### config.mk
export PLATFORM = sky130hd
export DESIGN_NAME = fifo_sync_param_flat
export DESIGN_NICKNAME = d
export VERILOG_FILES = /design/src/rtl/fifo_sync_param_if.sv /design/src/rtl/fifo_sync_param.sv /design/src/flat_wrapper.sv
export SDC_FILE = /design/constraint.sdc
export NUM_CORES = 1
export LEC_CHECK = 0
export BUFFER_PORTS_ARGS = -buffer_cell sky130_fd_sc_hd__clkbuf_2
export CAP_MARGIN = 20
export CORE_UTILIZATION = 35
export DETAILED_ROUTE_END_ITERATION = 16
export GPL_ROUTABILITY_DRIVEN = 0
export SYNTH_ARGS = -nofsm -noshare
export SYNTH_HDL_FRONTEND = slang
export SYNTH_SLANG_ARGS = --single-unit
### constraint.sdc
create_clock -name clock -period 3 [get_ports clock]
set_input_delay 0.15 -clock clock [delete_from_list [all_inputs] [get_ports clock]]
set_output_delay 0.15 -clock clock [all_outputs]
set_load 0.05 [all_outputs]
### src/rtl/fifo_sync_param_if.sv
// Handshake and status bundle for fifo_sync_param.
// master drives requests and data; slave returns data and status.
interface fifo_sync_param_if #(
    parameter int WIDTH = 32,
    parameter int DEPTH = 4
);
    localparam int CW = $clog2(DEPTH + 1);

    logic             flush;
    logic             wr;
    logic [WIDTH-1:0] data_in;
    logic             rd;
    logic             clear_err;
    logic [WIDTH-1:0] data_out;
    logic             rd_valid;
    logic             full;
    logic             empty;
    logic             almost_full;
    logic             almost_empty;
    logic [CW-1:0]    count;
    logic             overflow;
    logic             underflow;

    modport master (
        output flush, wr, data_in, rd, clear_err,
        input  data_out, rd_valid, full, empty,
        input  almost_full, almost_empty, count,
        input  overflow, underflow
    );

    modport slave (
        input  flush, wr, data_in, rd, clear_err,
        output data_out, rd_valid, full, empty,
        output almost_full, almost_empty, count,
        output overflow, underflow
    );
endinterface

### src/rtl/fifo_sync_param.sv
// Parametrised single-clock FIFO with flush, thresholds and
// sticky error flags. Status decodes from the count register only.
module fifo_sync_param #(
    parameter int WIDTH    = 32,
    parameter int DEPTH    = 4,
    parameter int AF_LEVEL = DEPTH - 1,
    parameter int AE_LEVEL = 1
) (
    input logic              clock,
    input logic              reset,
    fifo_sync_param_if.slave bus
);
    localparam int CW = $clog2(DEPTH + 1);
    localparam int PW = $clog2(DEPTH);
    localparam logic [PW-1:0] PTR_LAST = PW'(DEPTH - 1);

    logic [WIDTH-1:0] mem_q [DEPTH];
    logic [PW-1:0]    wr_ptr_q, wr_ptr_d;
    logic [PW-1:0]    rd_ptr_q, rd_ptr_d;
    logic [CW-1:0]    count_q, count_d;
    logic [WIDTH-1:0] data_out_q, data_out_d;
    logic             rd_valid_q, rd_valid_d;
    logic             ovf_q, ovf_d;
    logic             udf_q, udf_d;
    logic             full, empty;
    logic             rd_ok, wr_ok;
    logic             do_rd, do_wr;

    assign full  = (count_q == CW'(DEPTH));
    assign empty = (count_q == '0);

    // Accept decisions use only registered occupancy.
    assign rd_ok = bus.rd && !empty;
    assign wr_ok = bus.wr && (!full || rd_ok);
    assign do_rd = rd_ok && !bus.flush;
    assign do_wr = wr_ok && !bus.flush;

    // Next-state for pointers, count, read data and error flags.
    always_comb begin
        wr_ptr_d   = wr_ptr_q;
        rd_ptr_d   = rd_ptr_q;
        count_d    = count_q;
        data_out_d = data_out_q;
        rd_valid_d = 1'b0;
        ovf_d = (ovf_q && !bus.clear_err) ||
                (bus.wr && !wr_ok && !bus.flush);
        udf_d = (udf_q && !bus.clear_err) ||
                (bus.rd && !rd_ok && !bus.flush);
        if (bus.flush) begin
            wr_ptr_d = '0;
            rd_ptr_d = '0;
            count_d  = '0;
        end else begin
            if (do_wr) begin
                wr_ptr_d = (wr_ptr_q == PTR_LAST) ? '0
                         : wr_ptr_q + PW'(1);
            end
            if (do_rd) begin
                rd_ptr_d   = (rd_ptr_q == PTR_LAST) ? '0
                           : rd_ptr_q + PW'(1);
                data_out_d = mem_q[rd_ptr_q];
                rd_valid_d = 1'b1;
            end
            case ({do_wr, do_rd})
                2'b10:   count_d = count_q + CW'(1);
                2'b01:   count_d = count_q - CW'(1);
                default: count_d = count_q;
            endcase
        end
    end

    // Control and output registers, cleared by async reset.
    always_ff @(posedge clock or posedge reset) begin
        if (reset) begin
            wr_ptr_q   <= '0;
            rd_ptr_q   <= '0;
            count_q    <= '0;
            data_out_q <= '0;
            rd_valid_q <= 1'b0;
            ovf_q      <= 1'b0;
            udf_q      <= 1'b0;
        end else begin
            wr_ptr_q   <= wr_ptr_d;
            rd_ptr_q   <= rd_ptr_d;
            count_q    <= count_d;
            data_out_q <= data_out_d;
            rd_valid_q <= rd_valid_d;
            ovf_q      <= ovf_d;
            udf_q      <= udf_d;
        end
    end

    // Storage array; contents need no reset.
    always_ff @(posedge clock) begin
        if (do_wr) begin
            mem_q[wr_ptr_q] <= bus.data_in;
        end
    end

    assign bus.data_out     = data_out_q;
    assign bus.rd_valid     = rd_valid_q;
    assign bus.full         = full;
    assign bus.empty        = empty;
    assign bus.almost_full  = (count_q >= CW'(AF_LEVEL));
    assign bus.almost_empty = (count_q <= CW'(AE_LEVEL));
    assign bus.count        = count_q;
    assign bus.overflow     = ovf_q;
    assign bus.underflow    = udf_q;
endmodule

### src/flat_wrapper.sv
// flat-port wrapper written by rule: the top's interface ports become plain ports
module fifo_sync_param_flat 
#(
    parameter int WIDTH    = 32,
    parameter int DEPTH    = 4,
    parameter int AF_LEVEL = DEPTH - 1,
    parameter int AE_LEVEL = 1
)
  (clock, reset, bus_flush, bus_wr, bus_data_in, bus_rd, bus_clear_err, bus_data_out, bus_rd_valid, bus_full, bus_empty, bus_almost_full, bus_almost_empty, bus_count, bus_overflow, bus_underflow);
  fifo_sync_param_if #(.WIDTH(WIDTH), .DEPTH(DEPTH)) bus_i ();
  input logic clock;
  input logic reset;
  input wire logic [$bits(bus_i.flush)-1:0] bus_flush;
  input wire logic [$bits(bus_i.wr)-1:0] bus_wr;
  input wire logic [$bits(bus_i.data_in)-1:0] bus_data_in;
  input wire logic [$bits(bus_i.rd)-1:0] bus_rd;
  input wire logic [$bits(bus_i.clear_err)-1:0] bus_clear_err;
  output wire logic [$bits(bus_i.data_out)-1:0] bus_data_out;
  output wire logic [$bits(bus_i.rd_valid)-1:0] bus_rd_valid;
  output wire logic [$bits(bus_i.full)-1:0] bus_full;
  output wire logic [$bits(bus_i.empty)-1:0] bus_empty;
  output wire logic [$bits(bus_i.almost_full)-1:0] bus_almost_full;
  output wire logic [$bits(bus_i.almost_empty)-1:0] bus_almost_empty;
  output wire logic [$bits(bus_i.count)-1:0] bus_count;
  output wire logic [$bits(bus_i.overflow)-1:0] bus_overflow;
  output wire logic [$bits(bus_i.underflow)-1:0] bus_underflow;
  assign bus_i.flush = bus_flush;
  assign bus_i.wr = bus_wr;
  assign bus_i.data_in = bus_data_in;
  assign bus_i.rd = bus_rd;
  assign bus_i.clear_err = bus_clear_err;
  assign bus_data_out = bus_i.data_out;
  assign bus_rd_valid = bus_i.rd_valid;
  assign bus_full = bus_i.full;
  assign bus_empty = bus_i.empty;
  assign bus_almost_full = bus_i.almost_full;
  assign bus_almost_empty = bus_i.almost_empty;
  assign bus_count = bus_i.count;
  assign bus_overflow = bus_i.overflow;
  assign bus_underflow = bus_i.underflow;
  fifo_sync_param #(.WIDTH(WIDTH), .DEPTH(DEPTH), .AF_LEVEL(AF_LEVEL), .AE_LEVEL(AE_LEVEL)) u_core (.clock(clock), .reset(reset), .bus(bus_i));
endmodule
==> summary.md, run 1 <==
| Metric | Value |
|---|---|
| Status | finished, final reports clean |
| Peak supply drop | 0.000518 V |
| Worst path arrival time | 2.58 ns |
| Leak | 3.08 nW |
| Drt wl/cell | 17.5 um |
| Clk slew on worst S/H paths | 0.06 ns |
| Syn-to-layout area delta | 23.7% |
| Worst-Margin Slew | 0.930 ns |
| Initial Util | 0.358 |
| Post-synth cell types | 38 |
| Cell Int Power | between 5 and 6 mW |
| Total power | just under 8 mW |
| CP Capture Type | flop |
| Die height | 140 um |
| TNS Setup | 0 ns |
| Final core utilization | 0.443 |
| Async S/R FF share, synth | 0.247 |
| Final max-slew violation count | 0 |
| Via/cell ratio | ~4.7 |
| Syn. warnings | 0 |
| WL final | 12000 um |
| Pre-antenna DRT Iters | 4 |
| Clk sinks | between 150 and 200 |
| Residual DRC count | 0 |
| Switching pwr | between 2 and 3 mW |
| Antenna-violating nets left | 0 |
| Critical path's top delay family | simple AND/OR/NAND/NOR gates |
| Final Instance Area | 8280 sq um |
| RSZ-0062 raised after global routing | no |
| Die Span X | 140 um |
| Port Buffer Count | 79 |
| Core area | 18700 sq um |
| Sequential share of the synthesized area | 0.731 |
| CTS tree | yes |
| NumNets Final | ~480 |
| Sequential power share | 0.407 |
| Crit start category | flop |
| Logic pwr share | 0.317 |
| CP Cell Sequence | inv_1 > ha_1 > nand3b_1 > nor3b_1 > and2_2 > buf_4 |
| H-tree depth | 4 |
| CP peak stage delay | between 0.5 and 0.6 ns |
| Maximum clock path buffer count | 2 |
| Endpoints failing setup | 0 |
| Post-DP HPWL | 7760 um |
| DR vias | 3205 |
| Clock share of power | 0.276 |
| WS Path Type | flop to flop |
| Post-Synthesis Cells | 311 |
| Synth Cell Area | 6690 sq um |
| Die ar. | 19700 sq um |
| PwrDens | 939 nW/um^2 |
| Post-CTS setup buffer count | 0 |
| Hold Violations, Final | 0 |
| Share of cells above drive strength 1 | 0.420 |
| Period utilization | 0.819 |
| Sw Ratio | 0.345 |
| Post-synth net total | between 300 and 400 |
| Hold/Removal Path Class | input port to flop |
| Period minus WS final | approximately 2.5 ns |
| Crit-path max FO | 15 |
| Primary FF master, synth | edfxtp_1 |
| Root Buffer Master | clkbuf_16 |
| Total CTS buffers | 17 |
| Grt total ovfl | 0 |
| WP buf/inv | 2 |
| Number of synthesized register bits | 170 |
| Cell row count | 50 |
| Number of flops mapped to enable cells by yosys | 128 |
| Clock Latency Late Sink | 0.42 ns |
| Leading area contributor after synthesis | edfxtp_1 |
| # resized after CTS | 0 |
| # IOs | 80 |
| N_diodes | 0 |
| Mean Syn Cell Area | 21.5 sq um |
| Number of global-route vias before repair | between 3000 and 4000 |
| Relative slew slack | 0.379 |
| Total track usage | 0.131 |
| Cell Area, Placed | between 7000 and 8000 sq um |
| Largest net degree at the start of global routing | 43 |
| First-pass GRT wire length | 19000 um |
| Crit-path slowest cell | and2_2 |
| Clock Skew | 0.0108 ns |
| Max-Cap Viols | 0 |
| FMAX | 0.407 GHz |
| Top cell type's share of synthesized area | 0.574 |
| Initial antenna violation count | 0 |
| Area contributors post-synth | edfxtp_1 57%, dfrtp_1 16%, mux4_2 9.4% |
| Critical Path RT | 3.12 ns |
| Initial drt markers | 175 |
-- placed cells by master, fill, tap and decap left out, drive strengths merged --
master and instances:
o21ai 1, nand2b 2, inv 11, bufinv 3, o31ai 1, nor2b 1, nor2 6, edfxtp 128
nand2 6, nor3b 2, clkinvlp 1, xnor2 3, clkbuf 98, a211oi 1, buf 8, dfrtp 42
mux2 32, a221oi 1, clkinv 8, o32ai 1, nand3b 2, and2 5, nand3 2, o21ba 1
dlygate4sd3 34, o311ai 1, nor3 1, ha 9, mux4 32, a21oi 4, o22ai 1, or3 2
-- cell type report --
cell class / count / area [sq um]
clock buffer: 19 / 433
clock inverter: 13 / 151
fill: 1635 / 10400
inverter: 10 / 37.5
multi-input combinational: 117 / 1620
sequential: 170 / 4900
tap: 234 / 293
timing repair buffer: 121 / 846
-- synth_stat cells (3+ instances only) --
library cell,instances
edfxtp_1,128
dfrtp_1,42
mux2_4,28
mux4_2,28
ha_1,9
inv_1,9
nand2_1,6
and2_1,5
buf_6,5
nor2_1,5
a21oi_1,4
mux2_2,4
mux4_1,4
buf_12,3
buf_2,3
xnor2_1,3
-- power by group through the flow --
stage	combinational [mW]	sequential (mW)	clock, mW
after floorplan	1.26	3.93	0
after global placement	2.44	3.20	0
after detailed placement	2.46	3.22	0
after CTS	2.50	3.18	2.19
after global routing	2.59	3.22	2.29
final	2.46	3.16	2.15
-- sequential cells by signal, indices dropped and copies added (netlist names) --
signal and count:
u_core.mem_q 128, u_core.bus.data_out 32, u_core.bus.count 3, u_core.rd_ptr_q 2
u_core.wr_ptr_q 2, u_core.bus.overflow 1, u_core.bus.rd_valid 1, u_core.bus.underflow 1
-- cell families (layout without fill, tap and decap cells) --
kind of cell	Yosys count	in the layout	share of synthesized area
AND/OR/NAND/NOR	29	29	0.0279
AO/OA/AOI/OAI	12	12	0.0133
multiplexers	64	64	0.179
buffers and inverters	24	163	0.0275
adder cells (fa/ha/maj)	9	9	0.0168
XOR/XNOR	3	3	0.00393
flip-flops	170	170	0.731
-- worst paths after layout --
path,start,endpoint,slack (ns),cells after the start
max in group asynchronous,reset,u_core.rd_ptr_q[1],1.89,3
setup / recovery,u_core.bus.count[0],u_core.mem_q[2][12],0.54,6
hold reg to reg,u_core.bus.data_out[8],u_core.bus.data_out[8],0.51,1
setup reg to reg,u_core.bus.count[0],u_core.mem_q[2][12],0.54,6
min in group asynchronous,reset,u_core.bus.data_out[17],0.48,3
hold / removal,bus_flush,u_core.rd_ptr_q[1],0.05,2
-- stage by stage --
stage | worst slack (ns) | cells | hold WS [ns]
3_3_place_gp | 0.634 | 618 | 0.368
2_1_floorplan | 0.221 | 311 | 0.249
6_report | 0.543 | 684 | 0.0506
4_1_cts | 0.517 | 684 | 0.0314
3_5_place_dp | 0.543 | 618 | 0.373
5_1_grt | 0.322 | 684 | 0.0443
-- repair_timing --
item / CTS / global route
setup endpoints to repair: 0 / 0
hold endpoints to repair: 172 / 0
hold buffers: 34 / 0
-- per-layer routing --
| layer | GRT usage | vias up | wire, um |
|---|---|---|---|
| met2 | 0.216 | 61 | 5920 |
| li1 | - | 1478 | - |
| met1 | 0.170 | 1651 | 5590 |
| met3 | 0.0321 | 15 | 368 |
| met5 | 0 | - | 0 |
| met4 | 0.0451 | 0 | 131 |
Note: power is estimated with default switching activity, not from simulation.
==> inputs of run 2 (changes only) <==
==> constraint.sdc (replaced) <==
create_clock -name clock -period 2.25 [get_ports clock]
set_input_delay 0.1125 -clock clock [delete_from_list [all_inputs] [get_ports clock]]
set_output_delay 0.1125 -clock clock [all_outputs]
set_load 0.05 [all_outputs]
==> run 2 against run 1 <==
Die area unchanged. Critical path type unchanged. Clock power up 32%. Critical path depth up 2. Register-to-register slack worse by 0.20 ns. Worst setup slack worse by 0.20 ns. Sequential share of layout area down 1.1 points. Clock-buffer cell count unchanged. Critical endpoint is now u_core.bus.data_out[25]. Fmax up 29%.
==> summary.md, run 2 (synthesized netlist as in run 1, its figures left out) <==
| Metric | Value |
|---|---|
| Cell row count | 50 |
| CTS tree | yes |
| Crit-path max FO | 15 |
| NumNets Final | 494 |
| Total track usage | 0.135 |
| Hold/Removal Path Class | input port to flop |
| Syn-to-layout area delta | 26.0% |
| Worst path arrival time | between 2 and 2.5 ns |
| Most frequent cells in the layout | 128 x edfxtp_1, 79 x clkbuf_2, 38 x dfrtp_1, 36 x dlygate4sd3_1 |
| RSZ-0062 raised after global routing | no |
| N_diodes | 0 |
| Grt peak-use layer | met2 |
| Pre-CTS setup slack | 0.333 ns |
| Endpoints failing setup | 0 |
| Sequential power share | 0.390 |
| Hold path start | bus_wr |
| Number of global-route vias before repair | ~3500 |
| Leak | 3.14 nW |
| Clock share of power | 0.272 |
| Initial drt markers | about 150 |
| Max-Cap Viols | 0 |
| Grt total ovfl | 0 |
| Die height | between 100 and 150 um |
| First-pass GRT wire length | 19500 um |
| Status | finished, final reports clean |
| Met2 usage | 0.218 |
| Crit start category | flop |
| Reg-to-Reg Start | u_core.bus.count[0] |
| Met1 GRT Util | 0.174 |
| Final-layout fill cell count | 1592 |
| Hold EP | u_core.wr_ptr_q[1] |
| Met3 GRT Util | 0.0359 |
| Drt wl/cell | 17.3 um |
| Worst-Margin Slew | 0.593 ns |
| Post-CTS setup buffer count | 0 |
| Root Buffer Master | clkbuf_16 |
| Relative slew slack | 0.605 |
| Antenna-violating nets left | 0 |
| Port Buffer Count | 79 |
| Critical Path RT | 2.56 ns |
| Final worst-path setup slack | 0.345 ns |
| Clock Skew | 0.0152 ns |
| DR vias | 3241 |
| # resized after CTS | 0 |
| WL final | 12000 um |
| Initial antenna violation count | 0 |
| Core area | 18700 sq um |
| Worst reg2reg endpoint | u_core.bus.data_out[25] |
| PwrDens | roughly 1200 nW/um^2 |
| Worst R2R Path Depth | 8 |
| Die Span X | 140 um |
| Hold Violations, Final | 0 |
| # IOs | 80 |
| Pre-antenna DRT Iters | 4 |
| Residual DRC count | 0 |
| TNS Setup | 0 ns |
| Maximum clock path buffer count | 2 |
| Clk slew on worst S/H paths | 0.06 ns |
| Largest register FFs | 128 |
| Largest Register | u_core.mem_q |
| Worst reg-to-reg setup slack | 0.35 ns |
| Period minus WS final | 1.90 ns |
| Largest net degree at the start of global routing | 43 |
| Via/cell ratio | ~4.7 |
| Post-DP HPWL | 7720 um |
| CP Capture Type | flop |
| Cells on Worst Hold Path | 3 |
| FMAX | 0.525 GHz |
| Worst Hold Margin | 0.103 ns |
| Clk sinks | 170 |
| Share of cells above drive strength 1 | 0.437 |
| Most common cell after layout, fill and taps aside | edfxtp_1 |
| Clock Latency Late Sink | 0.43 ns |
| Cell Int Power | 6.78 mW |
| WS Path Type | flop to flop |
| Sw Ratio | 0.350 |
| H-tree depth | 4 |
| Logic pwr share | 0.337 |
| Die ar. | 19700 sq um |
| Final max-slew violation count | 0 |
| Peak supply drop | 0.000726 V |
| Total CTS buffers | 17 |
| Initial Util | 0.358 |
| Switching pwr | 3.66 mW |
| Period utilization | 0.846 |
run 2: cell types whose count changed in the layout (fill, tap and decap cells not counted), sizes merged:
cell | before | now
clkinvlp | 1 | 2
clkinv | 8 | 5
dlygate4sd3 | 34 | 36
inv | 11 | 14
bufinv | 3 | 2
buf | 8 | 16
run 2: how the worst max path moves through the flow:
stage | to | slack [ns] | startpoint | cells after the start
global route | u_core.bus.data_out[25] | 0.24 | u_core.bus.count[0] | 8
finish | u_core.bus.data_out[25] | 0.35 | u_core.bus.count[0] | 8
detailed placement | u_core.bus.data_out[25] | 0.33 | u_core.bus.count[0] | 8
CTS | u_core.bus.data_out[25] | 0.32 | u_core.bus.count[0] | 8
floorplan | u_core.mem_q[0][0] | 0.05 | u_core.bus.count[0] | 5
global placement | u_core.bus.data_out[25] | 0.37 | u_core.bus.count[0] | 8
run 2: worst max-delay path, cell delays in order (launching register included):
cell      delay [ns]
dfrtp_2         0.39
inv_1           0.08
ha_1            0.21
buf_4           0.16
nand2b_4        0.08
inv_2           0.06
nor2_4          0.14
buf_4           0.29
mux2_2          0.36
run 2: power by group through the flow:
stage,clock network (mW),logic [mW],registers (mW)
3_5_place_dp,0,3.51,4.15
2_1_floorplan,0,1.68,5.24
3_3_place_gp,0,3.49,4.14
4_1_cts,2.92,3.59,4.09
5_1_grt,3.04,3.73,4.14
6_report,2.84,3.52,4.08
run 2: repair_timing:
action / CTS / global route
hold buffers: 36 / 0
endpoints found under the setup margin: 0 / 0
endpoints found under the hold margin: 178 / 0
run 2: area by class of cell:
| type | instances | area [sq um] | share of cell area |
|---|---|---|---|
| multi-input cells | 117 | 1630 | 0.193 |
| clock buffers | 19 | 433 | 0.0513 |
| clock inverters | 13 | 143 | 0.0169 |
| repair buffers | 131 | 1000 | 0.119 |
| well taps | 234 | 293 | 0.0347 |
| flip-flops and latches | 170 | 4900 | 0.581 |
| inverters | 10 | 37.5 | 0.00445 |
run 2: stage by stage:
step	std cells	utilization	cell area, sq um	power (mW)
detailed placement	626	0.401	7500	7.66
global route	694	0.451	8430	10.9
CTS	694	0.451	8430	10.6
floorplan	311	-	6710	6.92
global placement	626	0.401	7500	7.63
finish	694	0.451	8430	10.4
run 2: metal layers:
metal | up-vias | wire length (um)
li1 | 1501 | -
met1 | 1661 | 5580
met2 | 64 | 5830
met3 | 15 | 407
met4 | 0 | 174
met5 | - | 0
==> inputs of run 3 (changes only) <==
--- a/config.mk
+++ b/config.mk
@@ -5,6 +5,7 @@
 export SDC_FILE = /design/constraint.sdc
 export NUM_CORES = 1
 export LEC_CHECK = 0
+export ABC_AREA = 1
 export BUFFER_PORTS_ARGS = -buffer_cell sky130_fd_sc_hd__clkbuf_2
 export CAP_MARGIN = 20
 export CORE_UTILIZATION = 35
==> constraint.sdc (replaced) <==
create_clock -name clock -period 1.85 [get_ports clock]
set_input_delay 0.0925 -clock clock [delete_from_list [all_inputs] [get_ports clock]]
set_output_delay 0.0925 -clock clock [all_outputs]
set_load 0.05 [all_outputs]
==> run 3 against run 2 <==
Worst setup slack got worse by 0.23 ns. Global-route usage rose by 2.0 points. Via count up 33%. Final area fell by 0.18%. Wire length increased by 17%. Sequential power is 15% higher. Largest cell class unchanged. Cell count is 30% higher. Sequential share of layout area grew 0.10 points.
==> summary.md, run 3 <==
| Metric | Value |
|---|---|
| Clock Latency Late Sink | 0.43 ns |
| Clk sinks | 170 |
| Number of flops mapped to enable cells by yosys | 128 |
| Leading area contributor after synthesis | edfxtp_1 |
| Mean Syn Cell Area | roughly 12 sq um |
| Pre-CTS setup slack | 0.246 ns |
| Dpl cells | 835 |
| Number of synthesized register bits | 170 |
| Initial antenna violation count | 0 |
| Crit-path max FO | 5 |
| Core area | 18300 sq um |
| Worst reg2reg endpoint | u_core.bus.overflow |
| # IOs | 80 |
| Maximum clock path buffer count | 2 |
| Root Buffer Master | clkbuf_16 |
| Endpoints failing setup | 0 |
| Top cell type's share of synthesized area | 0.580 |
| Total CTS buffers | 17 |
| Worst Hold Margin | 0.0426 ns |
| Commonest cells post-synth | 169 x nor2_1, 128 x edfxtp_1, 67 x o21ai_0 |
| CP Capture Type | flop |
| Worst-Margin Slew | roughly 0.64 ns |
| Reg-to-Reg Start | u_core.bus.count[0] |
| PwrDens | 1240 nW/um^2 |
| RSZ-0062 raised after global routing | no |
| Post-CTS setup buffer count | 0 |
| NumNets Final | 709 |
| Most common cell after layout, fill and taps aside | nor2_1 |
| Number of global-route vias before repair | between 4000 and 5000 |
| Post-DP HPWL | 8870 um |
| Xor-xnor portion of the synthesized cell area | 0.00132 |
| Largest Register | u_core.mem_q |
| WS Path Type | flop to flop |
| Clk slew on worst S/H paths | 0.07 ns |
| Cells on Worst Hold Path | 4 |
| Post-synthesis mux area share | 0 |
| First-pass GRT wire length | 22900 um |
| FMAX | between 0.5 and 0.6 GHz |
| Async S/R FF share, synth | 0.247 |
| Worst reg-to-reg setup slack | 0.12 ns |
| Sequential share of the synthesized area | 0.738 |
| Syn. warnings | 0 |
| Largest family of logic cells by synthesized area | simple AND/OR/NAND/NOR gates |
| Synth Area in Compound Gates | 0.0877 |
| Largest register FFs | 128 |
| Simple-Gate Fraction of Synth Area | 0.116 |
| H-tree depth | 4 |
| Pre-antenna DRT Iters | 4 |
| Final max-slew violation count | 0 |
| Most frequent cells in the layout | 165 x nor2_1, 128 x edfxtp_1, 78 x clkbuf_2, 67 x o21ai_0, 38 x dfrtp_1 |
| Hold Violations, Final | 0 |
| Die height | ~140 um |
| Max-Cap Viols | 0 |
| Antenna-violating nets left | 0 |
| Drt wl/cell | 15.6 um |
| Initial Util | 0.363 |
| Grt total ovfl | 0 |
| Critical Path RT | around 2.2 ns |
| Cell Area, Placed | 7430 sq um |
| Syn-to-layout area delta | 26.9% |
| Crit path capture | u_core.bus.overflow |
| Crit path from | u_core.bus.count[0] |
| Final std cells w/o fill | 904 |
| Peak supply drop | between 0.0008 and 0.0009 V |
| Worst R2R Path Depth | 5 |
| Post-synth cell types | 23 |
| N_diodes | 0 |
| Total track usage | 0.155 |
| Cell row count | 49 |
| Initial drt markers | 240 |
| Hold/Removal Path Class | input port to flop |
| Leak | 3.24 nW |
| Area contributors post-synth | edfxtp_1 58%, dfrtp_1 16%, nor2_1 9.6% |
| Primary FF master, synth | edfxtp_1 |
| Crit start category | flop |
| Via/cell ratio | around 4.8 |
| Final Instance Area | roughly 8400 sq um |
| Period utilization | 0.935 |
| Synth Area in Adders | 0.0170 |
| Post-synth net total | 584 |
| Post-Synthesis Cells | ~540 |
| Relative slew slack | 0.576 |
| Die Span X | approximately 140 um |
| Port Buffer Count | 79 |
| Clock Skew | 0.0145 ns |
| Share of cells above drive strength 1 | 0.225 |
| Largest net degree at the start of global routing | 55 |
| Final worst-path setup slack | 0.119 ns |
| WL final | 14100 um |
| Residual DRC count | 0 |
| CTS tree | yes |
| Status | finished, final reports clean |
| Period minus WS final | 1.73 ns |
| Die ar. | 19500 sq um |
| DR vias | 4297 |
| Worst path arrival time | 2.10 ns |
| Synth Cell Area | ~6600 sq um |
| Count leader, synth | nor2_1 |
| TNS Setup | 0 ns |
[run 3: cell types whose count changed in the layout (fill, tap and decap cells not counted), sizes merged, moves of 15 or more]
cell / delta
nor2: +165
o21ai: +69
a31oi: +32
mux2: -32
mux4: -32
nand2: +16
inv: +15
[run 3: how the worst min path moves through the flow]
| stage | slack, ns | start | endpoint |
|---|---|---|---|
| after floorplan | 0.18 | bus_clear_err | u_core.bus.overflow |
| after global placement | 0.20 | reset | u_core.bus.data_out[11] |
| after detailed placement | 0.21 | reset | u_core.bus.data_out[11] |
| after CTS | 0.01 | bus_wr | u_core.wr_ptr_q[0] |
| after global routing | 0.04 | bus_wr | u_core.wr_ptr_q[0] |
| final | 0.04 | bus_wr | u_core.wr_ptr_q[0] |
[run 3: what timing repair did]
item                                    4_1_cts  5_1_grt
gates resized for setup                       0        3
endpoints found under the hold margin       154        0
endpoints found under the setup margin        0        1
hold buffers                                 37        0
[run 3: logic make-up (layout without fill, tap and decap cells)]
| group | Yosys count | after routing |
|---|---|---|
| adder cells (fa/ha/maj) | 9 | 9 |
| flip-flops | 170 | 170 |
| XOR/XNOR | 1 | 1 |
| AO/OA/AOI/OAI | 107 | 107 |
| buffers and inverters | 52 | 190 |
| AND/OR/NAND/NOR | 198 | 198 |
[run 3: routing by layer]
metal,share of wire,GRT usage,vias up
met5,0,0,-
met4,0.0066,0.0619,0
met3,0.048,0.0454,7
met2,0.50,0.254,96
met1,0.45,0.194,2073
li1,-,-,2121
[run 3: cell type report]
class	count	area (sq um)
clock buffer	17	425
multi-input combinational	315	1540
sequential	170	4900
timing repair buffer	135	998
clock inverter	15	184
fill	1646	9850
inverter	23	86.3
tap	229	287
[run 3: report_power, final]
part / internal (mW) / switching [mW]
sequential: 4.48 / 0.212
combinational: 0.541 / 1.61
clock: 2.04 / 1.56
[run 3: metrics by stage]
| step | utilization | power, mW |
|---|---|---|
| after floorplan | - | 6.28 |
| after global placement | 0.407 | 6.84 |
| after detailed placement | 0.407 | 6.88 |
| after CTS | 0.461 | 10.6 |
| after global routing | 0.461 | 10.9 |
| final | 0.461 | 10.4 |
[run 3: worst max-delay path, cell delays in order (launching register included)]
cell,delay (ns)
dfrtp_2,0.43
inv_2,0.11
ha_4,0.18
nand3_4,0.11
o32ai_1,0.25
dlygate4sd3_1,0.60
